===== config.mk =====
export PLATFORM = sky130hd
export DESIGN_NAME = serial_7seg_receiver
export DESIGN_NICKNAME = d
export VERILOG_FILES = /design/src/rtl/serial_7seg_receiver.sv
export SDC_FILE = /design/constraint.sdc
export NUM_CORES = 1
export LEC_CHECK = 0
export ABC_AREA = 0
export CAP_MARGIN = 0
export CORE_ASPECT_RATIO = 1.75
export CORE_UTILIZATION = 58
export DETAILED_ROUTE_END_ITERATION = 12
export GPL_TIMING_DRIVEN = 0
export PLACE_DENSITY_LB_ADDON = 0.12
export REMOVE_ABC_BUFFERS = 1
export SETUP_SLACK_MARGIN = 0.15
export SYNTH_ARGS = -nofsm -noshare
export SYNTH_HDL_FRONTEND = slang
export SYNTH_HIERARCHICAL = 1
export SYNTH_SLANG_ARGS = --single-unit

===== constraint.sdc =====
create_clock -name i_clk -period 4.72 [get_ports i_clk]
set_input_delay 0.944 -clock i_clk [delete_from_list [all_inputs] [get_ports i_clk]]
set_output_delay 0.944 -clock i_clk [all_outputs]
set_load 0.005 [all_outputs]

===== src/rtl/serial_7seg_receiver.sv =====
// Serial 7-segment frame receiver.
// Three asynchronous pins (data, shift clock, latch) are synchronized and
// edge-detected. Shift-clock rising edges shift data in MSB-first; a latch rising
// edge publishes the frame when exactly FRAME_BITS bits were shifted. Otherwise it
// flags a sticky error.

// Per-pin synchronizer: a STAGES-deep flop chain, reset to 0.
module serial_7seg_sync #(
   parameter int STAGES = 2
) (
   input  logic clk,
   input  logic rst_n,
   input  logic d,
   output logic q
);

   logic [STAGES-1:0] ff;

   // Shift the pin level through the chain; the last stage is the usable copy.
   always_ff @(posedge clk or negedge rst_n) begin
      if (!rst_n) ff <= '0;
      else        ff <= {ff[STAGES-2:0], d};
   end

   assign q = ff[STAGES-1];

endmodule

module serial_7seg_receiver #(
   parameter int NUM_DIGITS  = 6,
   parameter int SYNC_STAGES = 2,
   localparam int FRAME_BITS = 8 * NUM_DIGITS,
   localparam int CNT_W      = $clog2(FRAME_BITS + 2)
) (
   input  logic                  i_clk,
   input  logic                  i_reset_n,
   input  logic                  i_serial_data,
   input  logic                  i_serial_clk,
   input  logic                  i_serial_latch,
   output logic [FRAME_BITS-1:0] o_digits,
   output logic                  o_frame_valid,
   output logic                  o_frame_error,
   output logic [CNT_W-1:0]      o_bit_count
);

   localparam int NUM_PINS  = 3;
   localparam int PIN_DATA  = 0;
   localparam int PIN_SCLK  = 1;
   localparam int PIN_LATCH = 2;
   localparam int ARM_W     = $clog2(SYNC_STAGES + 2);
   localparam logic [ARM_W-1:0] ARM_DONE = ARM_W'(SYNC_STAGES + 1);
   localparam logic [CNT_W-1:0] CNT_SAT  = CNT_W'(FRAME_BITS + 1);
   localparam logic [CNT_W-1:0] CNT_FULL = CNT_W'(FRAME_BITS);

   logic [NUM_PINS-1:0]   pins;
   logic [NUM_PINS-1:0]   pins_s;

   logic [ARM_W-1:0]      arm_cnt;
   logic                  armed;

   logic                  sclk_d;
   logic                  latch_d;
   logic                  sclk_rise_q;
   logic                  latch_rise_q;
   logic                  data_q;

   logic [FRAME_BITS-1:0] shift_q;
   logic [FRAME_BITS-1:0] shift_nxt;
   logic [CNT_W-1:0]      cnt_q;
   logic [CNT_W-1:0]      cnt_nxt;

   assign pins[PIN_DATA]  = i_serial_data;
   assign pins[PIN_SCLK]  = i_serial_clk;
   assign pins[PIN_LATCH] = i_serial_latch;

   // One independent synchronizer per serial pin.
   for (genvar p = 0; p < NUM_PINS; p++) begin : g_sync
      serial_7seg_sync #(.STAGES(SYNC_STAGES)) u_sync (
         .clk   (i_clk),
         .rst_n (i_reset_n),
         .d     (pins[p]),
         .q     (pins_s[p])
      );
   end

   assign armed = (arm_cnt == ARM_DONE);

   // Arming counter: edges are ignored until the sync/delay flops have settled
   // after reset. Pins already high at release then never look like a rise.
   always_ff @(posedge i_clk or negedge i_reset_n) begin
      if (!i_reset_n)  arm_cnt <= '0;
      else if (!armed) arm_cnt <= arm_cnt + 1'b1;
   end

   // Delay copies plus a registered rise pulse. The extra register stage places
   // the frame update SYNC_STAGES+1 cycles after the pin is first sampled.
   // Data is registered alongside so it stays aligned with its shift edge.
   always_ff @(posedge i_clk or negedge i_reset_n) begin
      if (!i_reset_n) begin
         sclk_d       <= 1'b0;
         latch_d      <= 1'b0;
         sclk_rise_q  <= 1'b0;
         latch_rise_q <= 1'b0;
         data_q       <= 1'b0;
      end else begin
         sclk_d       <= pins_s[PIN_SCLK];
         latch_d      <= pins_s[PIN_LATCH];
         sclk_rise_q  <= armed & pins_s[PIN_SCLK]  & ~sclk_d;
         latch_rise_q <= armed & pins_s[PIN_LATCH] & ~latch_d;
         data_q       <= pins_s[PIN_DATA];
      end
   end

   // Apply the shift first, so a same-cycle latch checks the incremented count
   // and publishes the new bit.
   always_comb begin
      shift_nxt = shift_q;
      cnt_nxt   = cnt_q;
      if (sclk_rise_q) begin
         shift_nxt = {shift_q[FRAME_BITS-2:0], data_q};
         if (cnt_q != CNT_SAT) cnt_nxt = cnt_q + 1'b1;
      end
   end

   // Frame state: the shift register, the bit counter and the published outputs.
   // A latch restarts the count but leaves the shift register untouched.
   always_ff @(posedge i_clk or negedge i_reset_n) begin
      if (!i_reset_n) begin
         shift_q       <= '0;
         cnt_q         <= '0;
         o_digits      <= '0;
         o_frame_valid <= 1'b0;
         o_frame_error <= 1'b0;
      end else begin
         shift_q       <= shift_nxt;
         cnt_q         <= cnt_nxt;
         o_frame_valid <= 1'b0;
         if (latch_rise_q) begin
            cnt_q <= '0;
            if (cnt_nxt == CNT_FULL) begin
               o_digits      <= shift_nxt;
               o_frame_valid <= 1'b1;
               o_frame_error <= 1'b0;
            end else begin
               o_frame_error <= 1'b1;
            end
         end
      end
   end

   assign o_bit_count = cnt_q;

endmodule


==> flow_summary.yaml, run 1 <==
detailed_routing:
  top_layer: "met4"
  wl_met2_um: 3850
  drc: 0
  drt-initial-drc-count: 117
  via_per_inst: 5.42
  wl_per_cell_um: 16.1
  drt_pre_antenna_iters: 4
  ant_nets: 0
  finalWirelength_um: 7060
  dr_wl_met3_um: 341
  drt-met1-wl_um: 2770
  vias: 2378
power:
  p_leak_uw: 0.00269
  power.share.switching_pct: 21.2
  vdd_drop_max_uv: 395
  p_sw_uw: 493
  p_comb_share_pct: 5.8
  p_seq_share_pct: 47.8
  p_int_uw: 1840
  p_clk_share_pct: 46.4
  power_density_mw_per_mm2: 414
run:
  maxCapViolCount: 0
timing:
  max_slew_margin_pct: 55.8
  finalClockSkew_ns: 0.0140
  hold_violations: 0
  tightest_slew_ns: 0.658
  worst_hold_slack_ns: 0.346
  rsz0062_at_grt: "no"
  max_freq_ghz: 0.358
  finalSetupViolCount: 0
  layout_setup_ws_ns: 1.92
  fin_crit_ns: 2.80
  timing.final.crit_share_pct: 59.2
  drv_slew: 0
critical_path:
  crit_path_start_kind: "flip-flop"
  crit_family: "simple AND/OR/NAND/NOR gates"
  critPathRequiredTime_ns: 5.01
  path_cells: "ha_1, nand4b_1, o21ai_1, nor2_1, nor4_4, buf_8, buf_6, mux2_2"
  critPathBufInv: 2
  crit_type: "reg2reg"
  r2r-start: "o_bit_count[0]$_DFF_PN0_"
  worst_ep_arrival_time_ns: 3.08
  cpPeakStageDelay_ns: 0.64
  cpMaxStageDelayCell: "nor4_4"
  endpoint_kind: "flip-flop"
  crit_start: "o_bit_count[0]$_DFF_PN0_"
  cp_max_fo: 16
synth:
  synthArstFlopShare_pct: 100
  synth_xor_area_share_pct: 0.997
  synthCells: 270
  muxShareOfSynthArea_pct: 24.9
  yosysTopAreaCell: "dfrtp_1"
  ys.flop_type: "dfrtp_1"
  synth_top_family_by_area: "multiplexers"
  yosys-top-cells-area: "dfrtp_1 67%, mux2_2 24%, buf_6 1.3%"
  synthMostInstantiatedCell: "dfrtp_1"
  ys_ff_latch: 117
  synth-simple-area-share_pct: 3.45
  netlist_area_sq_mm: 0.00439
  synth_compound_area_share_pct: 1.08
  synth_warnings: 6
  yosysTopAreaCellShare_pct: 66.6
  syn_area_per_cell_sq_um: 16.3
  synthAdderAreaFrac_pct: 0.854
  ys_types: 26
  synth_common_cells: "117 x dfrtp_1, 94 x mux2_2, 12 x nor2_1"
  seq_area_frac_synth_pct: 66.6
  synth_edf_count: 0
cts:
  holdBufCountCts: 0
  clock_path_buffers: 2
  cts_resized: 0
  cts_setup_buffers: 0
  cts_root_buffer: "clkbuf_16"
  clk_pin_slew_ns: 0.05
  cts_made_buffers: 17
  cts_max_level: 4
  cts_tree: "done"
  cts_sinks: 117
  insertion_delay_ns: 0.40
die:
  num_rows: 41
  die_x_um: 67.8
  io_pins: 61
  initial_core_util_pct: 60.3
  fp.dieH_um: 117
  dieArea_sq_mm: 0.00794
  coreArea_sq_mm: 0.00728
grt:
  grt_usage_pct: 20.7
  grt_max_degree: 71
  grt_pass1_wl_um: 11500
  grt_antenna_before_repair: 0
  gr-total-overflow: 0
  grt_pass1_vias: 2446
hold_path:
  min_path_type: "reg2reg"
  hp-start: "g_sync[0].u_sync/ff[1]$_DFF_PN0_"
place:
  dp_hpwl_um: 4560
  dp_slack_ns: 1.93
  place_area_sq_mm: 0.00511
  port_buffers: 60
  gp_congestion: 0.687
  dp.cells: 410
final_layout:
  antennaDiodeCount: 0
  drive_above_1_share_pct: 36.5
  fin_cells: 439
  finalNetCount: 351
  finalInstanceArea_sq_mm: 0.00562
  syn_to_final_growth_pct: 27.9
run_status:
  outcome: "completed"
## final cells by class
class	count	area (sq um)
fillers	436	1670
clock inverters	6	30.0
clock buffers	23	478
flip-flops and latches	117	2930
well taps	86	108
multi-input cells	139	1370
inverters	2	7.51
repair buffers	66	694
## registers in the layout, summed over array words and instances, names as in the netlist
| signal | flops |
|---|---|
| sclk_rise_q | 1 |
| sclk_d | 1 |
| o_bit_count | 6 |
| shift_q | 48 |
| latch_d | 1 |
| o_digits | 48 |
| o_frame_error | 1 |
| arm_cnt | 2 |
| o_frame_valid | 1 |
| data_q | 1 |
| g_sync.u_sync/ff | 6 |
| latch_rise_q | 1 |
## per-layer routing
metal  vias to the layer above  GRT usage, %
li1                       1097             -
met1                      1214          23.0
met2                        57          33.1
met3                        10          9.11
met4                         0          10.4
met5                         -             0
## logic make-up (layout without fill, tap and decap cells)
family | Yosys count | count (layout)
AOI/OAI and AO/OA | 8 | 8
and+or+nand+nor | 26 | 26
muxes | 97 | 97
adders and majority gates | 3 | 3
xor gates and xnor gates | 5 | 5
DFF | 117 | 117
buffers and inverters | 14 | 97
## worst register-to-register path: stages (launching register included)
cell      delay, ns
dfrtp_1        0.50
ha_1           0.22
nand4b_1       0.13
o21ai_1        0.27
nor2_1         0.13
nor4_4         0.64
buf_8          0.23
buf_6          0.20
mux2_2         0.36
## metrics by stage
step                      util, %  total power (uW)  TNS (ns)
after floorplan                 -              1200         0
after global placement       68.9              1250   -223.62
after detailed placement     70.2              1260         0
after CTS                    77.1              2360         0
after global routing         77.1              2430         0
final                        77.1              2330         0
## power groups by stage
stage / logic (uW) / clock network (uW) / registers [uW]
after floorplan: 83.3 / 0 / 1120
after global placement: 121 / 0 / 1130
after detailed placement: 136 / 0 / 1130
after CTS: 139 / 1110 / 1110
after global routing: 155 / 1160 / 1120
final: 136 / 1080 / 1110
## layout by cell type, fill, tap and decap left out
master           synthesis  layout
mux2_2                  94      94
clkinv_2                 0       6
a32o_1                   1       1
clkbuf_1                 1       3
buf_6                    5       3
buf_8                    0       1
clkbuf_16                0      17
xor2_1                   3       3
nand2_1                  3       3
o21ai_0                  1       1
nor4_4                   1       1
nand4b_1                 2       2
ha_1                     3       3
a21oi_1                  4       4
a21boi_0                 1       1
nor2_1                  12      12
nor2b_1                  1       1
and2_1                   1       1
dfrtp_2                  0       1
or3_1                    1       1
buf_4                    0       1
and3b_1                  1       1
clkbuf_8                 0       3
buf_16                   0       1
dfrtp_1                117     116
and4b_1                  1       1
clkdlybuf4s50_1          0      59
buf_12                   0       1
inv_1                    2       2
o21ai_1                  1       1
mux2_1                   3       3
nand4_1                  3       3
xnor2_1                  2       2
## worst paths after layout
kind                                            end  slack (ns)  depth (start not counted)
max                        o_digits[37]$_DFFE_PN0P_        1.92                          8
min reg2reg                        data_q$_DFF_PN0_        0.35                          0
max reg2reg                o_digits[37]$_DFFE_PN0P_        1.92                          8
max in group asynchronous     sclk_rise_q$_DFF_PN0_        3.44                          2
min                                data_q$_DFF_PN0_        0.35                          0
min in group asynchronous  o_bit_count[3]$_DFF_PN0_        0.55                          1
Power figures use the tool's default switching activity.
==> run 2: changes to the inputs <==
- CORE_UTILIZATION: 58 -> 54
- clock period: 4.72 -> 2.6 ns (I/O delays scaled with it)
==> run 2 against run 1 <==
Sequential power is 81% higher. Clock skew is 0.0022 ns lower. Wire length is 3.6% higher. Cell area is 4.9% higher. Non-clock buffer count is 18 higher. Fmax is 20% higher. Setup slack worse by 1.7 ns. First-iteration DRC count is 28% lower. Combinational power is 110% higher. Register-to-register slack worse by 1.7 ns. Largest power group is now clock.
==> flow_summary.yaml, run 2 (synthesis results as in run 1) <==
grt:
  grt_pass1_wl_um: 12000
  grt_antenna_before_repair: 0
  grt_max_degree: 65
  grt_usage_pct: 18.7
  gr-total-overflow: 0
  grt_pass1_vias: 2570
cts:
  clock_path_buffers: 2
  cts_max_level: 4
  holdBufCountCts: 0
  insertion_delay_ns: 0.40
  cts_root_buffer: "clkbuf_16"
  cts_made_buffers: 17
  clk_pin_slew_ns: 0.05
  cts_sinks: 117
  cts_tree: "done"
timing:
  hold_violations: 0
  tightest_slew_ns: 0.793
  timing.final.crit_share_pct: 89.6
  rsz0062_at_grt: "no"
  finalClockSkew_ns: 0.0118
  fin_crit_ns: 2.33
  finalSetupViolCount: 0
  max_slew_margin_pct: 47.1
  max_freq_ghz: 0.429
  drv_slew: 0
  worst_hold_slack_ns: 0.202
detailed_routing:
  drc: 0
  drt_pre_antenna_iters: 4
  wl_per_cell_um: 15.8
  vias: 2479
  finalWirelength_um: 7320
  ant_nets: 0
  drt-initial-drc-count: 84
  via_per_inst: 5.35
critical_path:
  crit_type: "reg2reg"
  worst_ep_arrival_time_ns: 2.61
  worstRegToRegCells: 10
  critPathRequiredTime_ns: 2.88
  cp_max_fo: 7
  r2r_end: "o_digits[16]$_DFFE_PN0P_"
  r2r-start: "o_bit_count[1]$_DFF_PN0_"
  crit_path_start_kind: "flip-flop"
  endpoint_kind: "flip-flop"
  r2r_slack_ns: 0.27
place:
  gp_congestion: 0.771
  dp.cells: 414
  port_buffers: 60
  dp_hpwl_um: 4350
power:
  p_leak_uw: 0.00282
  power_uw: 4310
  p_clk_share_pct: 46.8
  p_int_uw: 3400
  power.share.switching_pct: 21.2
  p_comb_share_pct: 6.5
  p_seq_share_pct: 46.7
  power_density_mw_per_mm2: 732
  vdd_drop_max_uv: 709
  p_sw_uw: 915
final_layout:
  multi_input_area_sq_mm: 0.00140
  antennaDiodeCount: 0
  fin_cells: 463
  fillers: 534
  largestRegisters: "o_digits (48), shift_q (48)"
  regArea_sq_mm: 0.00293
  drive_above_1_share_pct: 41.0
  final_common_cell: "dfrtp_1"
  layout_common_cells: "115 x dfrtp_1, 93 x mux2_2, 59 x clkdlybuf4s50_1, 20 x clkbuf_16, 15 x buf_4"
  syn_to_final_growth_pct: 34.1
  finalNetCount: 369
hold_path:
  min_path_type: "in2async"
die:
  fp.dieH_um: 121
  coreArea_sq_mm: 0.00791
  num_rows: 43
  initial_core_util_pct: 55.6
  io_pins: 61
  dieArea_sq_mm: 0.00852
  die_x_um: 70.2
run_status:
  outcome: "completed"
run:
  maxCapViolCount: 0
-- run 2: worst max-delay path, stage by stage (launching register included) --
cell and delay [ns]:
dfrtp_1 0.42, inv_2 0.08, ha_4 0.12, nand4b_1 0.15
o21ai_2 0.24, nor2_2 0.09, nor4_4 0.32, buf_6 0.18
buf_12 0.12, clkbuf_16 0.15, mux2_2 0.33
-- run 2: metrics by stage --
step                      setup slack (ns)  TNS [ns]  instance area (sq um)  utilization (%)
after detailed placement            -0.199     -3.45                   5120             64.7
after CTS                            0.163         0                   5720             72.3
final                                0.271         0                   5890             74.5
after global routing                 0.127         0                   5890             74.5
after global placement               -3.29   -532.14                   5020             63.5
after floorplan                      -1.56    -77.27                   4310                -
-- run 2: how the worst max path moves through the flow --
stage / from / slack (ns) / cells past startpoint / to
after floorplan: sclk_rise_q$_DFF_PN0_ / -1.56 / 4 / o_digits[0]$_DFFE_PN0P_
after global placement: i_reset_n / -3.29 / 1 / o_digits[31]$_DFFE_PN0P_
after detailed placement: o_bit_count[0]$_DFF_PN0_ / -0.20 / 9 / o_digits[38]$_DFFE_PN0P_
after CTS: o_bit_count[0]$_DFF_PN0_ / 0.16 / 9 / o_digits[38]$_DFFE_PN0P_
after global routing: o_bit_count[1]$_DFF_PN0_ / 0.13 / 10 / o_digits[16]$_DFFE_PN0P_
final: o_bit_count[1]$_DFF_PN0_ / 0.27 / 10 / o_digits[16]$_DFFE_PN0P_
-- run 2: cell type report --
cell class | instances | share of cell area (%)
Sequential cell | 117 | 49.8
Tap cell | 90 | 1.91
Clock inverter | 5 | 0.425
Inverter | 2 | 0.127
Timing Repair Buffer | 84 | 15.6
Multi-Input combinational cell | 139 | 23.7
Clock buffer | 26 | 8.47
-- run 2: repair_timing --
action	CTS	global route
buffers inserted	7	8
gates resized for setup	4	10
setup endpoints to repair	44	27
endpoints found under the hold margin	0	0
gates cloned	0	3
pin swaps	2	3
-- run 2: per-layer routing --
| layer | global-route usage [%] | routed length [um] |
|---|---|---|
| met5 | 0 | 0 |
| met4 | 8.25 | 91 |
| met3 | 7.48 | 269 |
| met2 | 30.5 | 4000 |
| met1 | 21.7 | 2960 |
-- run 2: power groups by stage --
stage | Sequential (uW) | Combinational (uW) | Clock [uW]
final | 2010 | 281 | 2020
after floorplan | 2030 | 151 | 0
after CTS | 2010 | 276 | 2060
after global routing | 2030 | 315 | 2150
after detailed placement | 2050 | 249 | 0
after global placement | 2050 | 223 | 0
==> RTL edit: new RTL, config.mk and constraints of run 2 <==
Register the output `o_frame_error` once more, cleared by the reset; this adds one clock of latency there. The other outputs are not delayed to match.
--- a/src/rtl/serial_7seg_receiver.sv
+++ b/src/rtl/serial_7seg_receiver.sv
@@ -51,6 +51,8 @@
    localparam logic [ARM_W-1:0] ARM_DONE = ARM_W'(SYNC_STAGES + 1);
    localparam logic [CNT_W-1:0] CNT_SAT  = CNT_W'(FRAME_BITS + 1);
    localparam logic [CNT_W-1:0] CNT_FULL = CNT_W'(FRAME_BITS);
+
+   logic o_frame_error_s0;
 
    logic [NUM_PINS-1:0]   pins;
    logic [NUM_PINS-1:0]   pins_s;
@@ -130,7 +132,7 @@
          cnt_q         <= '0;
          o_digits      <= '0;
          o_frame_valid <= 1'b0;
-         o_frame_error <= 1'b0;
+         o_frame_error_s0 <= 1'b0;
       end else begin
          shift_q       <= shift_nxt;
          cnt_q         <= cnt_nxt;
@@ -140,9 +142,9 @@
             if (cnt_nxt == CNT_FULL) begin
                o_digits      <= shift_nxt;
                o_frame_valid <= 1'b1;
-               o_frame_error <= 1'b0;
+               o_frame_error_s0 <= 1'b0;
             end else begin
-               o_frame_error <= 1'b1;
+               o_frame_error_s0 <= 1'b1;
             end
          end
       end
@@ -150,5 +152,13 @@
 
    assign o_bit_count = cnt_q;
 
+   always_ff @(posedge i_clk or negedge i_reset_n) begin
+      if (!i_reset_n) begin
+         o_frame_error <= '0;
+      end else begin
+         o_frame_error <= o_frame_error_s0;
+      end
+   end
+
 endmodule
 
Behaviour: not the same (a bounded check fails within 10 cycles, from zero or initial values and one cycle with i_reset_n low).
==> RTL edit against run 2 <==
Fmax shrank 4.4%. Final area rose by 5.5%. Sequential cell count grew 1. Power up 14%. Worst setup slack got worse by 110 ps. Sequential share of layout area down 2.2 points. Synthesized area increased by 0.57%. Routed wire length is 13% higher. Critical endpoint is now o_digits[18]. Highest routed layer unchanged.
==> RTL edit: results <==
[status]
status = finished clean

[place]
dp_hpwl_um = 4610
dp.cells = 415
dp_slack_ps = -83.4
gp_congestion = 0.753
dpl_cell_area_um2 = 5140

[cells_and_area]
layout-drive-gt1-share = 0.427
fillers = 459
largest_registers = o_digits (48), shift_q (48)
fin_cells = 467
final_nets = 372

[route]
routedWlPerCell_um = 17.6
drt-met1-wl_um = 3380
vias = 2502
wl_met2_um = 4490
wl_met3_um = 289
drt_iter0_drc = 92

[global_routing]
grt_pass1_vias = 2688
grt_max_degree = 69
grt_use_total = 0.202
met1_usage = 0.221
grt_pass1_wl_um = 12900
grtUsageMet2 = 0.340
grtUsageMet3 = 0.0744

[sta]
fin_crit_sh = 0.936
hold_slack_ps = 142
setup_viol = 0
skew_ps = 17.2
max-slew-margin-rel = 0.555

[cts]
cts_resized = 6
clk_latency_ps = 400
cts_setup_buffers = 10

[yosys]
yosysSeqAreaShare = 0.668
synth_compound_area_frac = 0.0108
synth_common_cells = dfrtp_1 (118), mux2_2 (94), nor2_1 (12)
synthCells = 271
yosys.area_share.xor_xnor = 0.00991
synthAdderAreaFrac = 0.00849
ys_top_cells_by_area = dfrtp_1 (67%), mux2_2 (24%), buf_6 (1.3%)
muxShareOfSynthArea = 0.247

[worst_hold_path]
hp-class = input pin to asynchronous set/reset pin

[critical_path]
critPathTopFamily = buffers and inverters
r2r_setup_slack_ps = 170
worst_r2r_endpoint = o_digits[18]
cpPeakStageDelay_ps = 410
crit_arrival_ps = 2720
reg2reg_depth = 11

[power]
p_leak_nw = 2.93
peakVddDrop_v = 0.000703
## RTL edit: changes by cell type in the layout (fill, tap and decap cells not counted), sizes merged
cell / change
dfrtp: +1
buf: +3
bufinv: +5
clkinv: -1
clkbuf: -4
## RTL edit: final cells by class
| type | instances | area [um2] | share of cell area |
|---|---|---|---|
| clock buffer | 23 | 488 | 0.0785 |
| multi-input combinational | 139 | 1550 | 0.249 |
| timing repair buffer | 86 | 933 | 0.150 |
| clock inverter | 9 | 170 | 0.0274 |
| tap | 90 | 113 | 0.0181 |
| sequential | 118 | 2960 | 0.476 |
| inverter | 2 | 7.51 | 0.00121 |
## RTL edit: kinds of logic after synthesis
group	after synthesis
flops	118
mux	97
simple gates	26
buf+inv	14
compound gates	8
xor+xnor	5
fa+ha+maj	3
## RTL edit: where the power goes
group          internal (W)  switching [W]
logic              0.000169       0.000150
clock network       0.00180       0.000750
registers           0.00196      0.0000760
